--- src/rtl/fifo_wr_arb_pkg.sv ---
// Shared definitions for the FIFO write-port arbiter: FSM encodings and
// default parameter values.
package fifo_wr_arb_pkg;

    localparam int DEF_N_REQ     = 4;
    localparam int DEF_DW        = 8;
    localparam int DEF_DEPTH     = 8;
    localparam int DEF_MAX_BURST = 4;

    typedef enum logic {
        ST_ARB   = 1'b0,
        ST_BURST = 1'b1
    } arb_state_e;

endpackage

--- src/rtl/fifo_wr_arb_rr_pick.sv ---
// Round-robin picker: first requester at or after last_owner+1 (mod N_REQ).
module rr_pick
    import fifo_wr_arb_pkg::*;
#(
    parameter int N_REQ = DEF_N_REQ,
    parameter int IW    = (DEF_N_REQ > 1) ? $clog2(DEF_N_REQ) : 1
) (
    input  logic [N_REQ-1:0] req,
    input  logic [IW-1:0]    last_owner,
    output logic [N_REQ-1:0] winner,
    output logic             valid
);

    logic [IW-1:0] idx_s;
    logic          found_s;
    logic          hit_s;

    // Rotating priority scan, first hit wins
    always_comb begin
        winner  = '0;
        found_s = 1'b0;
        idx_s   = '0;
        hit_s   = 1'b0;
        for (int k = 1; k <= N_REQ; k++) begin
            idx_s         = IW'((32'(last_owner) + 32'(k)) % 32'(N_REQ));
            hit_s         = !found_s && req[idx_s];
            winner[idx_s] = winner[idx_s] | hit_s;
            found_s       = found_s | hit_s;
        end
    end

    assign valid = |req;

endmodule

--- src/rtl/fifo_wr_arb.sv ---
// Round-robin arbiter sharing one FIFO write port among N_REQ producers,
// with bounded bursts and a reserved-entry level counter for back-pressure.
module fifo_wr_arb
    import fifo_wr_arb_pkg::*;
#(
    parameter int N_REQ     = DEF_N_REQ,
    parameter int DW        = DEF_DW,
    parameter int DEPTH     = DEF_DEPTH,
    parameter int MAX_BURST = DEF_MAX_BURST
) (
    input  logic                     clk,
    input  logic                     rst_n,
    input  logic [N_REQ-1:0]         req,
    input  logic [N_REQ*DW-1:0]      data,
    output logic [N_REQ-1:0]         gnt,
    output logic                     fifo_write,
    output logic [DW-1:0]            fifo_data_in,
    input  logic                     fifo_read,
    input  logic                     fifo_ready,
    input  logic                     fifo_overflow,
    output logic [$clog2(DEPTH)-1:0] level,
    output logic                     full,
    output logic                     err
);

    localparam int IW = (N_REQ > 1) ? $clog2(N_REQ) : 1;
    localparam int BW = $clog2(MAX_BURST + 1);
    localparam int LW = $clog2(DEPTH);

    arb_state_e      state_r;
    logic [IW-1:0]   owner_r;
    logic [IW-1:0]   last_owner_r;
    logic [BW-1:0]   beat_cnt_r;
    logic [LW-1:0]   level_r;
    logic            fifo_write_r;
    logic [DW-1:0]   fifo_data_in_r;
    logic            err_r;

    logic [N_REQ-1:0] pick_s;
    logic             pick_valid_s;
    logic [IW-1:0]    pick_idx_s;
    logic [N_REQ-1:0] gnt_s;
    logic [DW-1:0]    owner_data_s;
    logic             full_s;
    logic             accept_s;
    logic             pop_s;

    rr_pick #(
        .N_REQ (N_REQ),
        .IW    (IW)
    ) u_rr_pick (
        .req        (req),
        .last_owner (last_owner_r),
        .winner     (pick_s),
        .valid      (pick_valid_s)
    );

    assign full_s   = (level_r == LW'(DEPTH - 1));
    assign accept_s = |(gnt_s & req);
    assign pop_s    = fifo_read && fifo_ready;

    // One-hot winner to index, and owner's data slice
    always_comb begin
        pick_idx_s   = '0;
        owner_data_s = '0;
        for (int i = 0; i < N_REQ; i++) begin
            pick_idx_s   = pick_idx_s | (pick_s[i] ? IW'(i) : IW'(0));
            owner_data_s = owner_data_s | ((owner_r == IW'(i)) ? data[i*DW +: DW] : DW'(0));
        end
    end

    // Grant follows the owner's request live, gated by full
    always_comb begin
        gnt_s = '0;
        if (state_r == ST_BURST) begin
            gnt_s[owner_r] = req[owner_r] && !full_s;
        end else begin
            gnt_s = '0;
        end
    end

    // Arbitration FSM: one-cycle ARB bubble, then bounded BURST
    always_ff @(posedge clk or negedge rst_n) begin
        if (!rst_n) begin
            state_r      <= ST_ARB;
            owner_r      <= '0;
            last_owner_r <= IW'(N_REQ - 1);
            beat_cnt_r   <= '0;
        end else begin
            case (state_r)
                ST_ARB: begin
                    if (pick_valid_s && !full_s) begin
                        owner_r    <= pick_idx_s;
                        beat_cnt_r <= '0;
                        state_r    <= ST_BURST;
                    end else begin
                        state_r    <= ST_ARB;
                    end
                end
                ST_BURST: begin
                    if (!req[owner_r]) begin
                        state_r      <= ST_ARB;
                        last_owner_r <= owner_r;
                    end else if (accept_s && (beat_cnt_r == BW'(MAX_BURST - 1))) begin
                        state_r      <= ST_ARB;
                        last_owner_r <= owner_r;
                    end else if (accept_s) begin
                        beat_cnt_r   <= beat_cnt_r + BW'(1);
                    end else begin
                        beat_cnt_r   <= beat_cnt_r;
                    end
                end
                default: begin
                    state_r <= ST_ARB;
                end
            endcase
        end
    end

    // Registered write strobe and data; data holds between beats
    always_ff @(posedge clk or negedge rst_n) begin
        if (!rst_n) begin
            fifo_write_r   <= 1'b0;
            fifo_data_in_r <= '0;
        end else begin
            fifo_write_r <= accept_s;
            if (accept_s) begin
                fifo_data_in_r <= owner_data_s;
            end else begin
                fifo_data_in_r <= fifo_data_in_r;
            end
        end
    end

    // Reserved-entry count: bumps at acceptance, before the write lands
    always_ff @(posedge clk or negedge rst_n) begin
        if (!rst_n) begin
            level_r <= '0;
        end else begin
            case ({accept_s, pop_s})
                2'b10:   level_r <= level_r + LW'(1);
                2'b01:   level_r <= (level_r != '0) ? level_r - LW'(1) : level_r;
                default: level_r <= level_r;
            endcase
        end
    end

    // Sticky protocol error
    always_ff @(posedge clk or negedge rst_n) begin
        if (!rst_n) begin
            err_r <= 1'b0;
        end else begin
            err_r <= err_r | fifo_overflow | (pop_s && (level_r == '0));
        end
    end

    assign gnt          = gnt_s;
    assign fifo_write   = fifo_write_r;
    assign fifo_data_in = fifo_data_in_r;
    assign level        = level_r;
    assign full         = full_s;
    assign err          = err_r;

endmodule

--- config.mk ---
export PLATFORM = sky130hd
export DESIGN_NAME = fifo_wr_arb
export DESIGN_NICKNAME = d
export VERILOG_FILES = /design/src/rtl/fifo_wr_arb_pkg.sv /design/src/rtl/fifo_wr_arb_rr_pick.sv /design/src/rtl/fifo_wr_arb.sv
export SDC_FILE = /design/constraint.sdc
export NUM_CORES = 1
export LEC_CHECK = 0
export ABC_AREA = 1
export CAP_MARGIN = 5
export CORE_AREA = 2 2 69 71
export CTS_CLUSTER_SIZE = 28
export DETAILED_ROUTE_END_ITERATION = 10
export DIE_AREA = 0 0 71 73
export GPL_TIMING_DRIVEN = 0
export PLACE_DENSITY = 0.78
export SLEW_MARGIN = 20
export SYNTH_ARGS = -nofsm -noshare
export SYNTH_HDL_FRONTEND = slang
export SYNTH_SLANG_ARGS = --single-unit
export TNS_END_PERCENT = 10
--- constraint.sdc ---
create_clock -name clk -period 3.02 [get_ports clk]
set_input_delay 0.906 -clock clk [delete_from_list [all_inputs] [get_ports clk]]
set_output_delay 0.906 -clock clk [all_outputs]
set_load 0.01 [all_outputs]
==> metrics list, run 1 <==
* Min-Delay Path Class: reg2reg
- Minimum hold slack: 0.4823 ns
* Clock transition at the register clock pins on the worst setup and hold paths after CTS: 0.08 ns
* Area occupied by registers: 528.0 um2
* Site Rows: 25
- Final min period: 2.957 ns
* Largest buffer count on any clock path: 2
* Total power of the final layout: 2.897 mW
* Area of all placed cells without fillers: 2551 um2
* Proportion of synthesized chip area in sequential cells: about 31%
- Critical-path maximum fanout: 5
- Number of nets with antenna violations after routing: 0
- Dividing the detail-routed wire length by the instance count gives ~13 um.
- Summing over every cut layer, the via total after detailed routing is 2,030.
- The die covers approximately 5200 um2.
- Total Wirelength: 4.892 mm
* Global-route usage over all layers: 18.80%
- Pwr dens: around 1100 nW/um2
- DIE WIDTH: 71 um
* Number of enable-type register cells in the synthesized netlist: 0
- Initial antenna violation count: 0
- #FFs+latches synth: 21
* Number of filler instances in the final layout: approximately 400
* Global-route wire length before repair: 7.866 mm
* Pin count of the biggest net entering global routing: 22
- Accumulated negative setup slack: 0 ns
- In the routed design, unresolved DRC markers number 0.
* Final hold vios: 0
* Total placed instance area: about 2400 um2
- Yosys printed 0 warnings.
* Ratio of final minimum period to clock period: 97.90%
- Height of the die: 73 um
* Max capacitance violation total: 0
* Type of the setup path with the least slack: in2out
* Post-synth ARST share: 100.0%
- Synth Net Count: 299
- Among all flip-flop cells after synthesis, the most frequent one is dfrtp_1.
* Combined area of the multi-input logic cells: 1122 um2
- The floorplan step defined a core boundary enclosing 4536 um2.
- In the final design database the tool counted between 300 and 400 nets.
- The worst pin sits at a relative slew slack of 38.24%.
- In the final layout, the share of cells above drive strength 1 is 18.52%.
- The finished layout holds 378 standard cells, fillers aside.
- Setup slack closes at 0.06350 ns.
- Worst IR Drop VDD: 0.0004948 V
* Dominant cell type by area after synthesis: dfrtp_1
- Post-detailed-route via-to-cell ratio: approximately 5.4
- Leftover overflow at the end of global routing: 0
- Post-Route Skew: about 0.005 ns
* Count of routing violations after the opening detailed-route iteration: about 200
* Ant diodes: 0
- In this run the tool buffered the top-level ports with 58 buffer cells.
* Worst slew pin tran: 0.9234 ns
* Half-perimeter wire length after detailed placement: 3.660 mm
- The pre-antenna-repair detailed-routing pass consisted of 5 iterations.
- TritonCTS built the clock tree.
- Clock latency on the worst-skew pair, taken at its later pin, is 0.27 ns.
- Measured on the finished design, the core utilization comes to 56.25%.
- Starting density of the core: 37.63%
- Summed over its instances, the top area cell type makes up ~28% of the synthesized netlist area.
- Last weighted congestion value of the routability-driven placer: 0.8823
- The count of final max-slew check failures was 0.
- Setup violations remaining at the end of the flow were counted as 0.
- In this run, placement finished with an instance count of 363.
- Yosys attributes the largest share of cell area to dfrtp_1 (28%), nand2_1 (18%), nand3_1 (9.4%), inv_1 (4.8%), a221oi_1 (4.6%).
* TritonCTS Buffers: 3
- The most common cell in the synthesized netlist is nand2_1.
- Number of library cell types mapped by synthesis: 29
- CTS Root Cell: clkbuf_8
- At the placement stage, the worst setup path has a slack of -1.016 ns.
* Worst Path Arrival: 2.05 ns
- Area delta synth->final: 49.49%
* Outcome: complete, no violations
* Clock H-tree levels: 1
* Synthesized area per cell: about 7 um2
* Category of the worst setup path launch point: input pin
- By count the netlist is led by nand2_1 (84), nand3_1 (32), inv_1 (22).
* Kind of capture point of the worst setup path: output port
* Critical path data required time: 2.11 ns
- Via count of the first global-routing pass: ~1,800
- Derived from the worst setup path, the maximum achievable clock frequency is 338.2 MHz.
* Post-Synthesis Cells: 251
* Reported leakage power: around 1.2 nW
- Area of the mapped netlist: 1707 um2
- Clock sink count: 21
- During I/O placement, the number of pins put on the boundary was 59.
==> layout by cell type (no fill, tap or decap), types with 7 or more instances in the layout <==
cell type and count:
buf_4 11, nand2_1 82, nor2_1 12, nand2_2 7
nand4_1 7, o21ai_0 13, a221oi_1 8, clkdlybuf4s50_1 50
dfrtp_1 19, nand3_1 29, inv_1 20, inv_2 7
==> per-layer routing <==
layer	vias up	part of all wire, %	global-route usage [%]
met5	-	0	0
met4	0	3.8	8.386
met3	24	9.2	5.387
met2	109	47	32.71
met1	911	40	21.49
li1	986	-	-
==> logic make-up after synthesis <==
group	count (synthesis)	share of synthesized area [%]
AND/OR/NAND/NOR	153	40.91
buffers and inverters	34	8.138
AO/OA/AOI/OAI	33	12.83
flip-flops	21	30.94
adder cells (fa/ha/maj)	7	5.572
XOR/XNOR	2	1.027
multiplexers	1	0.5865
==> state kept, by name, indices dropped and copies added, names as in the netlist <==
register / cells
state_r: 1
fifo_write: 1
owner_r: 2
err: 1
level: 3
last_owner_r: 2
beat_cnt_r: 3
fifo_data_in: 8
==> area by class of cell <==
| class | instances | share of cell area [%] |
|---|---|---|
| timing repair buffer | 70 | 25.45 |
| inverter | 28 | 4.218 |
| clock buffer | 3 | 1.618 |
| buffer | 5 | 1.177 |
| multi-input combinational | 196 | 43.99 |
| tap | 54 | 2.648 |
| sequential | 21 | 20.70 |
| clock inverter | 1 | 0.1962 |
==> path summary, 6_finish.rpt <==
path	depth (start not counted)	slack (ns)	from	to
max reg2reg	21	0.20	last_owner_r[0]	owner_r[0]
max in group asynchronous	1	1.30	rst_n	fifo_data_in[4]
min	2	0.48	err	err
min reg2reg	2	0.48	err	err
max	7	0.06	req[0]	gnt[1]
min in group asynchronous	1	1.15	rst_n	level[1]
==> worst max-delay path: stages <==
cell	delay, ns
clkdlybuf4s15_1	0.24
a221oi_2	0.36
nor2_1	0.09
nand2_2	0.14
buf_6	0.13
nor3_2	0.03
buf_2	0.15
==> power by group <==
| part | internal (mW) | total [mW] | switching [mW] |
|---|---|---|---|
| sequential | 0.418 | 0.517 | 0.0987 |
| combinational | 0.907 | 2.19 | 1.28 |
| clock | 0.0922 | 0.189 | 0.0971 |
==> what timing repair did <==
item	CTS	global route
endpoints found under the hold margin	0	0
endpoints found under the setup margin	6	6
buffers inserted	5	7
hold buffers	0	0
resized for setup	31	17
pin swaps	3	7
No activity file was read; power rests on OpenSTA's default activity.
==> run 2: changes to the inputs <==
--- a/config.mk
+++ b/config.mk
@@ -14,2 +14,3 @@
 export GPL_TIMING_DRIVEN = 0
+export HOLD_SLACK_MARGIN = 0.05
 export PLACE_DENSITY = 0.78
--- a/constraint.sdc
+++ b/constraint.sdc
@@ -3,2 +3,2 @@
 set_output_delay 0.906 -clock clk [all_outputs]
-set_load 0.01 [all_outputs]
+set_load 0.1 [all_outputs]
==> run 2 against run 1 <==
Compared with the run above: final cell count shrank 0.53%; register-to-register slack is essentially flat; global-route usage grew 1.3 points; critical path type unchanged.
==> metrics list, run 2 (synthesis gave the netlist of run 1 again) <==
- The worst setup path is launched from an input pin.
- Largest buffer count on any clock path: 2
- Headroom to the max-slew limit came out at 32.36%.
* Hold Buf Count CTS: 0
* Via count of the routed design: approximately 1,900
* Grt met3 use: 6.077%
* Setup slack on the worst flop-to-flop path: about 0.20 ns
- The library cell used most frequently in the layout, excluding fill and tap cells, is nand2_1.
- Area delta synth->final: 55.13%
* TritonCTS Buffers: 3
- Initial antenna violation count: 0
* Count of routing violations after the opening detailed-route iteration: 113
- In the final routed layout, each cell accounts on average for 12.90 um.
* Post-detailed-route via-to-cell ratio: 5.146
- The first global-routing pass estimated 8.349 mm of wire.
- Worst R2R Path Depth: 21
- Accumulated negative setup slack: 0 ns
- Outcome: complete, no violations
* Pin count of the biggest net entering global routing: 22
* Number of flip-flops in the largest register: 8
- The congestion estimate from routability-driven global placement came to around 0.87.
- For the worst-skew pair, the clock arrives at the later sink with an insertion delay of between 0.2 and 0.3 ns.
* Crit Reg-Reg Startpoint: last_owner_r[0]
- Beginning of the critical path: req[2]
- Prior to clock tree synthesis, the placed netlist has a worst setup slack of -1.416 ns.
* Maximum achievable frequency: 342.2 MHz
- For this design, the sink count on the clock tree is 21.
* Number of filler instances in the final layout: 415
* Number of buffer cells added on primary ports: 58
- Counting I/O delays and the setup requirement, the final critical path takes 2.922 ns.
- Type of the setup path with the least slack: in2out
* Unrepaired setup endpoints after global routing: true
- Post-Route Skew: approximately 0.0018 ns
- Total placed instance area: around 2400 um2
* Length of the first detailed-routing pass in iterations: 4
- Total Wirelength: 4.851 mm
* Leftover overflow at the end of global routing: 0
- Core utilization of the finished layout: 58.37%
* Die area: 5183 um2
- Measured along the x axis, the die boundary spans roughly 71 um.
* GR Util met1: 24.51%
- Clock tree from TritonCTS: built
- Kind of capture point of the worst setup path: output port
* Site Rows: 25
- IO Pins: between 50 and 60
* Critical-path maximum fanout: 5
- Area of all placed cells without fillers: 2648 um2
- Once detailed placement completed, the half-perimeter wirelength came to 3.692 mm.
* Setup slack after layout: 0.09795 ns
- Standard cell core area: 4536 um2
- In the layout the commonest cells are nand2_1 (81), clkdlybuf4s50_1 (49), nand3_1 (31).
- Of the cells placed in the final design, the portion with a size suffix greater than 1 is about a fifth.
* Worst Path Arrival: 2.02 ns
* Number of nets in the layout: 371
- Via count of the first global-routing pass: 1,919
- Final hold vios: 0
- Critical path data required time: ~2.1 ns
* Met2 Resource Use GR: 33.13%
* Max capacitance violation total: 0
* End of the critical path: gnt[0]
- Setup violations, final: 0
* Starting density of the core: 37.63%
* Ant diodes: 0
- Global routing used 20.11% of the available tracks.
- Once detail routing completed, the nets flagged for antenna violations numbered 0.
- Drc violations: 0
- The path class of the tightest hold or removal check is reg2reg.
- Ratio of final minimum period to clock period: 96.76%
- The count of final max-slew check failures is 0.
* Worst slew pin tran: 1.011 ns
- Worst r2r dst: owner_r[0]
- Clock transition at the register clock pins on the worst setup and hold paths after CTS: 0.07 ns
- CTS built an H-tree with a depth of 1.
- Height of the die: about 73 um
- CTS Root Cell: clkbuf_8
- After global routing, the most crowded layer is met2.
## run 2: repair_timing
action | CTS | global route
endpoints found under the setup margin | 6 | 6
gates resized for setup | 45 | 24
pin swaps | 3 | 4
setup buffers | 1 | 7
cloned | 0 | 1
## run 2: worst min path at each step
stage                      endpoint  depth (start not counted)  slack (ns)       startpoint
finish                          err                          2        0.48              err
global route          beat_cnt_r[0]                          1        0.53    beat_cnt_r[0]
CTS                             err                          2        0.50              err
detailed placement  fifo_data_in[7]                          2        0.48  fifo_data_in[7]
global placement    fifo_data_in[7]                          2        0.47  fifo_data_in[7]
floorplan             beat_cnt_r[0]                          1        0.45    beat_cnt_r[0]
## run 2: area by class of cell
class                      count  area, um2  area share (%)
buffer                         6      61.31           2.316
inverter                      28      115.1           4.348
clock buffer                   4      45.04           1.701
tap                           54      67.56           2.552
sequential                    21      539.3           20.37
timing repair buffer          67      665.6           25.14
multi-input combinational    196       1154           43.57
## run 2: metal layers
metal	vias to the layer above	routed length [um]
met4	0	53
met2	71	2366
met1	875	2040
li1	984	-
met3	5	390
met5	-	0
## run 2: critical path, stage by stage
cell and delay (ns):
buf_4 0.10, inv_2 0.04, o22ai_2 0.11, a221oi_2 0.06, nor2_1 0.13, nand2_2 0.09, clkbuf_16 0.17, nor3_4 0.20
buf_12 0.20
## run 2: stage by stage
stage	hold WS [ns]	instances
after floorplan	0.4513	251
after global placement	0.4657	363
after detailed placement	0.4787	363
after CTS	0.4975	368
after global routing	0.5270	376
final	0.4832	376
Power of run 2 is not shown: default switching activity piles up to over one toggle a cycle in this logic, so the estimate is an artifact.
==> run 3: changes to the inputs <==
CORE_AREA = 2 2 70 72   (was 2 2 69 71)
DIE_AREA = 0 0 72 74   (was 0 0 71 73)
SYNTH_HIERARCHICAL = 1   (was not set)
==> run 3 against run 2 <==
Compared with the run above: clock-buffer cell count stayed put; clock skew rose by 0.0028 ns; final area shrank 4.1%; via count is 2.5% higher; maximum frequency down 0.54%; sequential share of layout area is 0.43 points higher; critical path depth down 1; routed wire length up 1.2%; critical path type unchanged; highest routed layer unchanged.
==> metrics list, run 3 <==
- The number of antenna violations at the first check in global routing is 0.
- 59 I/O pins were placed.
- Total placed instance area: between 2000 and 2500 um2
* Largest buffer count on any clock path: 2
- The first detailed-routing pass ran for 4 iterations.
- Among the stages of the critical path, the cell type that occurs most often is nand2_1.
* Hold Buf Count CTS: 0
- Of all nets on the critical path, the largest fanout is 4.
- Total Wirelength: around 4.9 mm
- The wire-length estimate of the detail-placed layout is 3.805 mm.
- In the final routed layout, each cell accounts on average for roughly 13 um.
* Setup violations, final: 0
- Number of nets with antenna violations after routing: 0
- Worst Path Arrival: 2.03 ns
- The mapped netlist covers 1759 um2.
* Number of buffer cells added on primary ports: 58
- From synthesis to final layout, the design area changed by 44.31%.
- The tightest min-delay check is of the reg2reg type.
* Ratio of final minimum period to clock period: 97.28%
- Clock transition at the register clock pins on the worst setup and hold paths after CTS: 0.07 ns
- In this design, the stage delay of the slowest critical-path cell is ~0.26 ns.
- The worst setup path is captured at an output port.
* Global-route usage over all layers: 18.30%
* Drc violations: 0
- Last weighted congestion value of the routability-driven placer: 0.8836
- Leftover overflow at the end of global routing: 0
* Area of all placed cells without fillers: 2539 um2
* Clock tree from TritonCTS: built
- The routed design could run at a clock period as short as 2.938 ns.
- Measured against its own limit, the worst slew margin works out to between 30% and 40%.
- Height of the die: 74 um
- Starting density of the core: 38.26%
- Synthesized area per cell: 6.845 um2
- Die area: about 5300 um2
* Via count of the routed design: between 1,500 and 2,000
- Data on the critical path is required at its endpoint by between 2 and 2.5 ns.
- The root buffer cell chosen for the clock tree is clkbuf_8.
- The Yosys step of the flow raised 6 warnings.
- Synthesis produced a netlist with a net count of 305.
* Worst slew pin tran: 1.017 ns
- Max-cap violations in this run came to 0.
- Final hold vios: 0
* DIE WIDTH: 72 um
- Core utilization of the finished layout: 55.21%
- Clock H-tree levels: 1
- The total area inside the core boundary comes to 4598 um2.
* Via count of the first global-routing pass: 1,773
* Ant diodes: 0
- Synthesis produced a netlist whose cell count is 257.
* Maximum achievable frequency: 340.4 MHz
- The critical path goes through dlygate4sd2_1 -> nand2_1 -> nand2_1 -> nand2_1 -> nand2_2 -> nand2_2 -> nor3_2 -> buf_6.
- The register with the most flip-flops in the layout has 8 of them.
- The library cell used most frequently in the layout, excluding fill and tap cells, is nand2_1.
- Global-route wire length before repair: 7.845 mm
- The slowest stage of the critical path belongs to the cell dlygate4sd2_1.
- The tightest hold path in the finished design has a slack of 0.4832 ns.
- In this run the core area contains 25 standard-cell rows.
* Outcome: complete, no violations
- Clock sink count: 21
* Clock latency of the later-clocked register in the worst-skew pair: 0.26 ns
- Count of routing violations after the opening detailed-route iteration: 108
* TritonCTS Buffers: 3
- After the last flow step, the layout net total stands at between 300 and 400.
- Pin count of the biggest net entering global routing: 22
- Unrepaired setup endpoints after global routing: true
- Type of the setup path with the least slack: in2out
- In the layout the commonest cells are nand2_1 (82), clkdlybuf4s50_1 (49), nand3_1 (33).
- Fraction of layout instances using a drive strength above 1: 16.82%
- Category of the worst setup path launch point: input pin
- On the final layout, the worst clock skew is 0.004621 ns.
- Number of slew-limit violations in the final report: 0
* Post-detailed-route via-to-cell ratio: 5.288
==> run 3: path summary, 6_finish.rpt <==
| kind | from | end | slack [ns] | cells after the start |
|---|---|---|---|---|
| worst max-delay path | req[3] | gnt[0] | 0.08 | 8 |
| worst min-delay path | beat_cnt_r[2] | beat_cnt_r[2] | 0.48 | 2 |
| max in group asynchronous | rst_n | fifo_write | 1.26 | 1 |
| min in group asynchronous | rst_n | err | 1.17 | 1 |
| worst min register to register | beat_cnt_r[2] | beat_cnt_r[2] | 0.48 | 2 |
| worst max register to register | last_owner_r[0] | owner_r[0] | 0.17 | 21 |
==> run 3: worst max-delay path: cells and delay by family <==
family,cells,cell delay (ns)
simple gates,6,0.61
buf+inv,2,0.51
==> run 3: cell type report <==
class                      instances  area [um2]
clock buffer                       4       45.04
buffer                             5       61.31
timing repair buffer              60       596.8
fill                             438        2059
sequential                        21       528.0
multi-input combinational        204        1136
tap                               54       67.56
inverter                          27       103.9
==> run 3: per-layer routing <==
layer | share of wire (%) | GRT usage [%] | wire [um]
met5 | 0 | 0 | 0
met4 | 2.1 | 5.031 | 101
met2 | 50 | 30.14 | 2432
met3 | 3.9 | 3.117 | 192
met1 | 44 | 25.06 | 2181
==> run 3: timing repair <==
action | 4_1_cts | 5_1_grt
resized for setup | 34 | 19
pin swaps | 1 | 4
setup buffers | 0 | 2
gates cloned | 0 | 0
endpoints found under the setup margin | 6 | 5
==> run 3: through the flow <==
| stage | instances | setup WS (ns) | TNS (ns) |
|---|---|---|---|
| final | 375 | 0.08213 | 0 |
| after global routing | 375 | -0.04757 | -0.09897 |
| after CTS | 373 | 0.01158 | 0 |
| after detailed placement | 369 | -1.105 | -4.846 |
| after global placement | 369 | -1.089 | -4.668 |
| after floorplan | 257 | -0.3377 | -1.351 |
Power of run 3 is left out for the same reason.
